File: src/rtl/ps2_keyboard.sv
// PS/2 keyboard receiver and decoder.
// Synchronizes the raw PS/2 pins and deframes 11-bit frames, checking start,
// odd parity and stop, with a mid-frame timeout. Make codes for the arrow
// keys and Space become single-cycle pulses. E0/F0 prefixes and break
// sequences are tracked, and break sequences never produce a key pulse.
module ps2_keyboard #(
    parameter int unsigned TIMEOUT_CYCLES = 100000
) (
    input  logic       clock,
    input  logic       reset,
    input  logic       ps2_clk,
    input  logic       ps2_data,
    output logic       kup,
    output logic       kdown,
    output logic       kleft,
    output logic       kright,
    output logic       pause,
    output logic [7:0] scan_code,
    output logic       code_valid,
    output logic       frame_error
);

    localparam int unsigned TW = $clog2(TIMEOUT_CYCLES + 1);

    localparam logic [1:0] IDLE  = 2'd0;
    localparam logic [1:0] SHIFT = 2'd1;
    localparam logic [1:0] CHECK = 2'd2;

    logic [1:0]    state;
    logic [3:0]    bit_cnt;
    logic [TW-1:0] to_cnt;
    logic [8:0]    shreg;
    logic          ext;
    logic          brk;

    logic clk_s1, clk_s2, clk_prev;
    logic dat_s1, dat_s2;
    logic fall;
    logic bit_in;

    // Two-stage synchronizers for both pins plus the edge-detect register
    always_ff @(posedge clock) begin
        if (reset) begin
            clk_s1   <= 1'b1;
            clk_s2   <= 1'b1;
            clk_prev <= 1'b1;
            dat_s1   <= 1'b1;
            dat_s2   <= 1'b1;
        end else begin
            clk_s1   <= ps2_clk;
            clk_s2   <= clk_s1;
            clk_prev <= clk_s2;
            dat_s1   <= ps2_data;
            dat_s2   <= dat_s1;
        end
    end

    // Falling edge of the synchronized PS/2 clock and the data bit sampled with it
    always_comb begin
        fall   = clk_prev & ~clk_s2;
        bit_in = dat_s2;
    end

    // Frame FSM, timeout, prefix tracking and key decode
    always_ff @(posedge clock) begin
        if (reset) begin
            state       <= IDLE;
            bit_cnt     <= '0;
            to_cnt      <= '0;
            shreg       <= '0;
            ext         <= 1'b0;
            brk         <= 1'b0;
            scan_code   <= '0;
            code_valid  <= 1'b0;
            frame_error <= 1'b0;
            kup         <= 1'b0;
            kdown       <= 1'b0;
            kleft       <= 1'b0;
            kright      <= 1'b0;
            pause       <= 1'b0;
        end else begin
            code_valid  <= 1'b0;
            frame_error <= 1'b0;
            kup         <= 1'b0;
            kdown       <= 1'b0;
            kleft       <= 1'b0;
            kright      <= 1'b0;
            pause       <= 1'b0;

            case (state)
                IDLE: begin
                    to_cnt <= '0;
                    if (fall && !bit_in) begin
                        state   <= SHIFT;
                        bit_cnt <= '0;
                    end
                end

                SHIFT: begin
                    if (fall) begin
                        to_cnt <= '0;
                        if (bit_cnt == 4'd9) begin
                            // The frame is judged on the stop-bit edge itself so the
                            // result pulses are registered in the CHECK cycle.
                            state   <= CHECK;
                            bit_cnt <= '0;
                            if (bit_in && (^shreg)) begin
                                scan_code  <= shreg[7:0];
                                code_valid <= 1'b1;
                                if (shreg[7:0] == 8'hE0) begin
                                    ext <= 1'b1;
                                end else if (shreg[7:0] == 8'hF0) begin
                                    brk <= 1'b1;
                                end else begin
                                    if (!brk) begin
                                        if (ext) begin
                                            case (shreg[7:0])
                                                8'h75:   kup    <= 1'b1;
                                                8'h72:   kdown  <= 1'b1;
                                                8'h6B:   kleft  <= 1'b1;
                                                8'h74:   kright <= 1'b1;
                                                default: ;
                                            endcase
                                        end else if (shreg[7:0] == 8'h29) begin
                                            pause <= 1'b1;
                                        end
                                    end
                                    ext <= 1'b0;
                                    brk <= 1'b0;
                                end
                            end else begin
                                frame_error <= 1'b1;
                                ext         <= 1'b0;
                                brk         <= 1'b0;
                            end
                        end else begin
                            shreg   <= {bit_in, shreg[8:1]};
                            bit_cnt <= bit_cnt + 4'd1;
                        end
                    end else if (to_cnt == TW'(TIMEOUT_CYCLES)) begin
                        state       <= IDLE;
                        bit_cnt     <= '0;
                        to_cnt      <= '0;
                        frame_error <= 1'b1;
                        ext         <= 1'b0;
                        brk         <= 1'b0;
                    end else begin
                        to_cnt <= to_cnt + 1'b1;
                    end
                end

                CHECK: begin
                    state <= IDLE;
                end

                default: begin
                    state <= IDLE;
                end
            endcase
        end
    end

endmodule

File: config.mk
export PLATFORM = sky130hd
export DESIGN_NAME = ps2_keyboard
export DESIGN_NICKNAME = d
export VERILOG_FILES = /design/src/rtl/ps2_keyboard.sv
export SDC_FILE = /design/constraint.sdc
export NUM_CORES = 1
export LEC_CHECK = 0
export ABC_AREA = 1
export CORE_MARGIN = 3
export CORE_UTILIZATION = 61
export CTS_BUF_LIST = sky130_fd_sc_hd__clkbuf_8
export DETAILED_ROUTE_END_ITERATION = 12
export PLACE_DENSITY = 0.82
export SLEW_MARGIN = 10
export SYNTH_ARGS = -nofsm -noshare
export SYNTH_HDL_FRONTEND = slang
export SYNTH_SLANG_ARGS = --single-unit
File: constraint.sdc
create_clock -name clock -period 2.5 [get_ports clock]
set_clock_uncertainty 0.05 [all_clocks]
set_input_delay 0.75 -clock clock [delete_from_list [all_inputs] [get_ports clock]]
set_output_delay 0.75 -clock clock [all_outputs]
set_load 0.03 [all_outputs]
# Word level (Yosys, flattened, before mapping)
# Index checks and enable logic that the tools add are counted.
# word_totals
in_bits	4
out_inout_bits	15
reg_bits	54
# classes
muxes	34
bitwise_logic	7
n_reduce_logical	17
eq_ne	16
add_sub_neg	2
# op_table
op	n
two-way mux 17 bit	2
case mux 17 bit (2 select lines)	1
equality test 8 x 7 -> 1 bit, second input constant	4
two-way mux 1 bit	21
OR reduction 9 bit	2
adder 17 x 1 -> 17 bit, second input constant	1
equality test 17 bit, second input constant	1
equality test 8 bit, second input constant	2
two-way mux 4 bit	4
AND reduction 4 bit	3
!= test 3 bit, second input constant	3
AND reduction 3 bit	3
parity 9 bit	1
equality test 8 x 6 -> 1 bit, second input constant	1
two-way mux 2 bit	4
case mux 4 bit (2 select lines)	1
inverter 1 bit	6
adder 4 x 1 -> 4 bit, second input constant	1
equality test 4 bit, second input constant	1
!= test 4 bit, second input constant	1
case mux 2 bit (2 select lines)	1
nonzero test 2 bit	2
OR reduction 4 bit	1
equality test 2 x 1 -> 1 bit, second input constant	1
other kinds (7)	8

# Longest topological paths before layout
# logic_depth
depth_word	6
mapped_depth	13
mapped_depth_nobuf	13

# Worst setup path after synthesis
# Ideal clock, no wire load.
# synth_timing
path_kind	reg-to-reg
from	reg shreg[0]
to	reg scan_code[3]
setup_time_ps	132
period_less_slack_ps	1713
slack_ps	787
t_arrival_ps	1531
stages_incl_launch_ff	14
t_required_ps	2318
path_cell_list	dfxtp_1 -> inv_1 -> ha_1 -> inv_2 -> nand2_1 -> nand2_1 -> nand2_1 -> nand2_1 -> nand2_1 -> nand2_2 -> nand3_4 -> buf_4 -> nand2_1 -> a21oi_1
# synth_via
elab_chain_cells	3
# synth_lines
item	line_no	text
from (decl)	32	logic [8:0] shreg;
from (signal assigned)	137	shreg <= {bit_in, shreg[8:1]};
parity 9 bit	107	if (bit_in && (^shreg)) begin
logical AND 1 bit	107	
AND reduction 4 bit (no line)	n/a	
to (signal assigned)	108	scan_code <= shreg[7:0];
to (decl)	18	output logic [7:0] scan_code,
# Every way passes these cells.
# A chain may end at the register's enable or synchronous reset.

# Final worst setup path
# layout_timing
from	reg scan_code[3]
to	out scan_code[3]
# No word-level cell between the ends.

==> summary.md <==
| Metric | Value |
|---|---|
| Max-cap violation count | 0 |
| Buf/Inv on CP | 1 |
| Reg2Reg Setup Slack | 400 ps |
| Total gr overflow | 0 |
| Post-synth net total | 389 |
| Initial antenna violation count | 0 |
| Setup CP Type | register to primary output |
| Number of enable flip-flop cells after synthesis | 0 |
| Vias in the first global route | around 2300 |
| Register area | between 0.001 and 0.0015 mm^2 |
| Worst Path Arrival | 1330 ps |
| Post-CTS sizing | 0 |
| VDD IR-drop max | approximately 0.33 mV |
| Routed WL | 5.78 mm |
| Hold Vio Cnt, Final | 0 |
| Buffers on Ports | 18 |
| Pleak | ~1.2 nW |
| Core area | ~0.0042 mm^2 |
| Number of diodes | 0 |
| FF-to-FF Start | shreg[6]$_SDFFE_PP0P_ |
| Netlist cell types | 36 |
| Hold WS | 368 ps |
| H-Tree Depth | 2 |
| YS warnings | 0 |
| Total GRT Usage | between 20 and 25% |
| Io pins | 19 |
| Synth top area share | 39.0% |
| Final setup fails | 0 |
| DRT Pass-1 Iters | 4 |
| GP Congestion | 0.948 |
| Cells on worst reg2reg path | 12 |
| Pwr Density | 457 mW/mm^2 |
| Max frequency | 469 MHz |
| Clk sinks | 54 |
| Gate Count Post-Synth | 369 |
| Routed wire length per instance | 13.2 um |
| Final ANT Viol Nets | 0 |
| Register area share after synthesis | 39.0% |
| Total die area | 0.00539 mm^2 |
| Most instantiated cells after synthesis | 82 x nand2_1, 54 x dfxtp_1, 41 x inv_1 |
| Multi-input gate area | roughly 0.0015 mm^2 |
| Rel. slew slack | 73.8% |
| Critical path cell sequence | clkdlybuf4s50_1 |
| Top cells by area, synth | dfxtp_1 39%, nand2_1 11%, ha_1 7.2%, a21oi_1 6.0%, inv_1 5.6% |
| Via Count | 2336 |
| Status | finished, final reports clean |
| Cell with the most instances after synthesis | nand2_1 |
| Yosys top cell by area | dfxtp_1 |
| Layout cells sized above 1 | 13.1% |
| CP max-delay cell | clkdlybuf4s50_1 |
| Die Wd | 73.4 um |
| Final setup TNS | 0 ps |
| Reg clk slew, reported paths | 90 ps |
| Crit path required time | 1700 ps |
| Crit Path Max Fanout | 2 |
| Critical path capture point type | primary output |
| CTS Hold Bufs | 0 |
| Worst-Margin Slew | 389 ps |
| Startpoint Class | register |
| Hold endpoint | clk_s2$_SDFF_PP1_ |
| Via/cell ratio | 5.32 |
| #FFs+latches synth | 54 |
| DRT iter0 DRCs | between 100 and 150 |
| DRC errors left | 0 |
| Final nets | between 400 and 500 |
| Starting density of the core | 65.9% |
| Clk_lat worst skew | 300 ps |
| Setup repair bufs after CTS | 0 |
| Final worst path period need | 2130 ps |
| DP HPWL | 4.06 mm |
| Chip height | between 70 and 80 um |
| R2R Path End | kup$_SDFF_PP0_ |
| Hold Startpoint | clk_s1$_SDFF_PP1_ |
| RSZ-0062 raised after global routing | no |
| CTS tree | built |
| Synth async-reset ratio | 0% |
| Largest net degree at the start of global routing | 24 |
| Global-route wire length before repair | 9.85 mm |
| CTS Buf Count | 5 |
| Syn avg cell area | between 7 and 8 um^2 |
| Area delta synth->final | 10.8% |
| CP max stage delay | 680 ps |
| CTS root buffer | clkbuf_8 |
| Fillers | ~360 |
| Fin crit share | a little under nine tenths |
| Post-synth design cell area | roughly 0.0028 mm^2 |
| Hold path cells | 1 |
| Delay-heaviest family, CP | buffers and inverters |
| Max Slew Vio Count | 0 |
| Top FF cell, synth | dfxtp_1 |
| CTS max path bufs | 2 |
| Worst hold path class | register to register |
| Num rows | 23 |
-- how the worst max path moves through the flow --
| stage | start | to | slack, ps | cells after the start |
|---|---|---|---|---|
| after floorplan | shreg[0]$_SDFFE_PP0P_ | scan_code[3]$_SDFFE_PP0N_ | 790 | 13 |
| after global placement | reset | kdown$_SDFF_PP0_ | 470 | 5 |
| after detailed placement | reset | to_cnt[9]$_SDFFE_PP0P_ | 430 | 5 |
| after CTS | scan_code[3]$_SDFFE_PP0N_ | scan_code[3] | 350 | 1 |
| after global routing | shreg[1]$_SDFFE_PP0P_ | kdown$_SDFF_PP0_ | 230 | 11 |
| final | scan_code[3]$_SDFFE_PP0N_ | scan_code[3] | 370 | 1 |
-- final cells by class --
cell class                 count  share of cell area, %
timing repair buffer          21                   6.60
sequential                    54                   35.2
multi-input combinational    258                   47.3
inverter                      48                   5.87
clock inverter                 2                  0.285
tap                           50                   2.04
clock buffer                   6                   2.69
-- power by group --
group          switching [mW]  total (mW)  internal, mW
Combinational          0.0267      0.0397        0.0130
Sequential            0.00188       0.866         0.864
Clock                   0.278       0.499         0.220
-- kinds of logic after synthesis --
group	after synthesis	synth area share [%]
flip-flops	54	39.0
AND/OR/NAND/NOR	178	32.0
adder cells (fa/ha/maj)	16	7.23
XOR/XNOR	6	1.90
buffers and inverters	57	8.58
AO/OA/AOI/OAI	58	11.3
-- sequential cells by signal, summed over array words and instances (netlist names), 2 cells and up --
name and flops:
to_cnt 17, shreg 9, scan_code 8, bit_cnt 4, state 2
-- layout by cell type (no fill, tap or decap), types with 2 or more instances in the layout --
master | Yosys | routed
clkbuf_8 | 0 | 6
o21ai_0 | 17 | 17
inv_2 | 7 | 7
nand3_2 | 4 | 4
or2_2 | 4 | 4
a21oi_2 | 3 | 3
nor4_1 | 2 | 2
nand4_1 | 11 | 11
xor2_1 | 6 | 6
nor2_1 | 29 | 29
a21oi_1 | 33 | 33
inv_1 | 41 | 42
clkdlybuf4s50_1 | 0 | 18
buf_4 | 2 | 3
nand2_1 | 82 | 82
nor3_1 | 2 | 2
nand2_2 | 6 | 6
nor2_4 | 4 | 4
o21bai_1 | 2 | 2
nor2_2 | 6 | 6
ha_1 | 16 | 16
nand3_1 | 20 | 20
dfxtp_1 | 54 | 54
-- metrics by stage --
step | utilization, % | setup WS, ps | std cells | cell area (um^2) | total power [mW]
global placement | 70.9 | 470 | 431 | 2980 | 0.924
CTS | 73.0 | 347 | 439 | 3070 | 1.41
floorplan | - | 787 | 369 | 2770 | 0.911
detailed placement | 70.9 | 428 | 431 | 2980 | 0.925
global route | 73.0 | 232 | 439 | 3070 | 1.45
finish | 73.0 | 369 | 439 | 3070 | 1.40
-- layer usage --
layer,global-route usage (%),vias to the layer above,share of wire [%],wire length [um]
li1,-,1218,-,-
met1,30.2,1063,47,2720
met2,37.9,49,48,2760
met3,5.47,6,4.3,247
met4,7.85,0,1.0,58
met5,0,-,0,0
(Power assumes the default switching activity.)
==> RTL change, RTL diff (same settings) <==
Add an input register stage for `ps2_data`; this delays it by one clock.
--- a/src/rtl/ps2_keyboard.sv
+++ b/src/rtl/ps2_keyboard.sv
@@ -28,2 +28,8 @@
 
+    logic ps2_data_q;
+
+    always_ff @(posedge clock) begin
+        ps2_data_q <= ps2_data;
+    end
+
     logic [1:0]    state;
@@ -52,3 +58,3 @@
             clk_prev <= clk_s2;
-            dat_s1   <= ps2_data;
+            dat_s1   <= ps2_data_q;
             dat_s2   <= dat_s1;
Check against the original RTL: no difference found for any inputs over 10 cycles, from zero or initial values and one cycle with reset high; that may be too few to reach the edited logic, so the function may still have changed.
==> RTL change against the unedited design <==
Area after synthesis fell by 1.3%; core utilization fell by 0.31 points; die area fell by 1.2%; cell area fell by 1.1%; routed wire length fell by 11%; setup slack got worse by 0.0031 ns; sequential cell count rose by 1; global-route usage fell by 2.5 points; critical path type unchanged.
Power is not compared: it rests on default switching activity, and its combinational part moved more than twofold at a synthesized area within 25%.
==> RTL change: results (changes against the unedited design) <==
.. list-table::
   :header-rows: 1

   * - Metric
     - Value
   * - Synth cell types
     - 34 (-5.6%)
   * - DRC violation total after the first TritonRoute iteration
     - 164 (+12%)
   * - WHS
     - 0.367 ns (-0.00145 ns)
   * - Leading post-synthesis cells by instance count
     - sky130_fd_sc_hd__nand2_1 (68), sky130_fd_sc_hd__dfxtp_1 (55), sky130_fd_sc_hd__inv_1 (41)
   * - Yosys warning count
     - 0 (unchanged)
   * - Reg-to-Reg Start
     - shreg[0]$_SDFFE_PP0P_
   * - Number of global-route vias before repair
     - 2000 (-12%)
   * - Tot GR Track Use
     - 20.8% (-2.5 points)
   * - Xor and xnor area share after synthesis
     - 1.60% (-0.30 points)
   * - Via count
     - 2284 (-2.2%)
   * - Complex-gate fraction of the synthesized area
     - 13.4% (+2.1 points)
   * - Gp weighted congestion
     - 0.845 (-11%)
   * - Detailed-route wire length per cell
     - 11.9 um (-9.7%)
   * - Ratio of cells with drive above 1 in the final layout
     - 12.3% (-0.84 points)
   * - Run status
     - completed
   * - Global Route met2 Usage
     - 33.3% (-4.7 points)
   * - Clock latency on the worst-skew pair
     - 0.32 ns (+0.02 ns)
   * - Headroom to the max-slew limit
     - 63.8% (-10 points)
   * - Fraction of met3 tracks used by global routing
     - 3.31% (-2.2 points)
   * - Synthesized-area fraction occupied by adder cells
     - 7.32% (+0.093 points)
   * - Number of nets in the layout
     - 402 (-1.5%)
   * - Cell depth of the worst flop-to-flop path
     - 14 (+2)
   * - Worst r2r dst
     - scan_code[5]$_SDFFE_PP0N_
   * - Net Count, Synth
     - 383 (-1.5%)
   * - Global-route wire length before repair
     - 8.71 mm (-11%)
   * - Leading registers by flop count
     - to_cnt x17, shreg x9, scan_code x8
   * - HPWL reported at the end of detailed placement
     - 3.64 mm (-10%)
   * - Setup slack of the most critical reg-to-reg path
     - 0.42 ns (+0.02 ns)
## RTL change: cell count changes in the layout (fill, tap and decap cells not counted), sizes merged, moves of 2 or more
cell	delta
nor3	+2
inv	-3
o21ai	+10
nand2	-13
a21oi	-2
nand4	-5
nor2	+5
## RTL change: layout make-up
cell class | count | area [um2]
tap | 50 | 62.6
inverter | 46 | 174
clock buffer | 5 | 68.8
fill | 339 | 1140
multi-input combinational | 252 | 1400
sequential | 55 | 1100
clock inverter | 3 | 16.3
timing repair buffer | 22 | 210
## RTL change: per-stage QoR
stage | total power, mW | worst slack [ns] | instances
finish | 1.50 | 0.366 | 433
global route | 1.55 | 0.226 | 433
CTS | 1.50 | 0.357 | 433
detailed placement | 1.03 | 0.471 | 425
global placement | 1.03 | 0.522 | 425
floorplan | 1.01 | 0.792 | 363
## RTL change: routing by layer
layer / vias to the layer above / wire [um]
li1: 1199 / -
met1: 1025 / 2530
met2: 53 / 2330
met3: 7 / 207
met4: 0 / 89
met5: - / 0
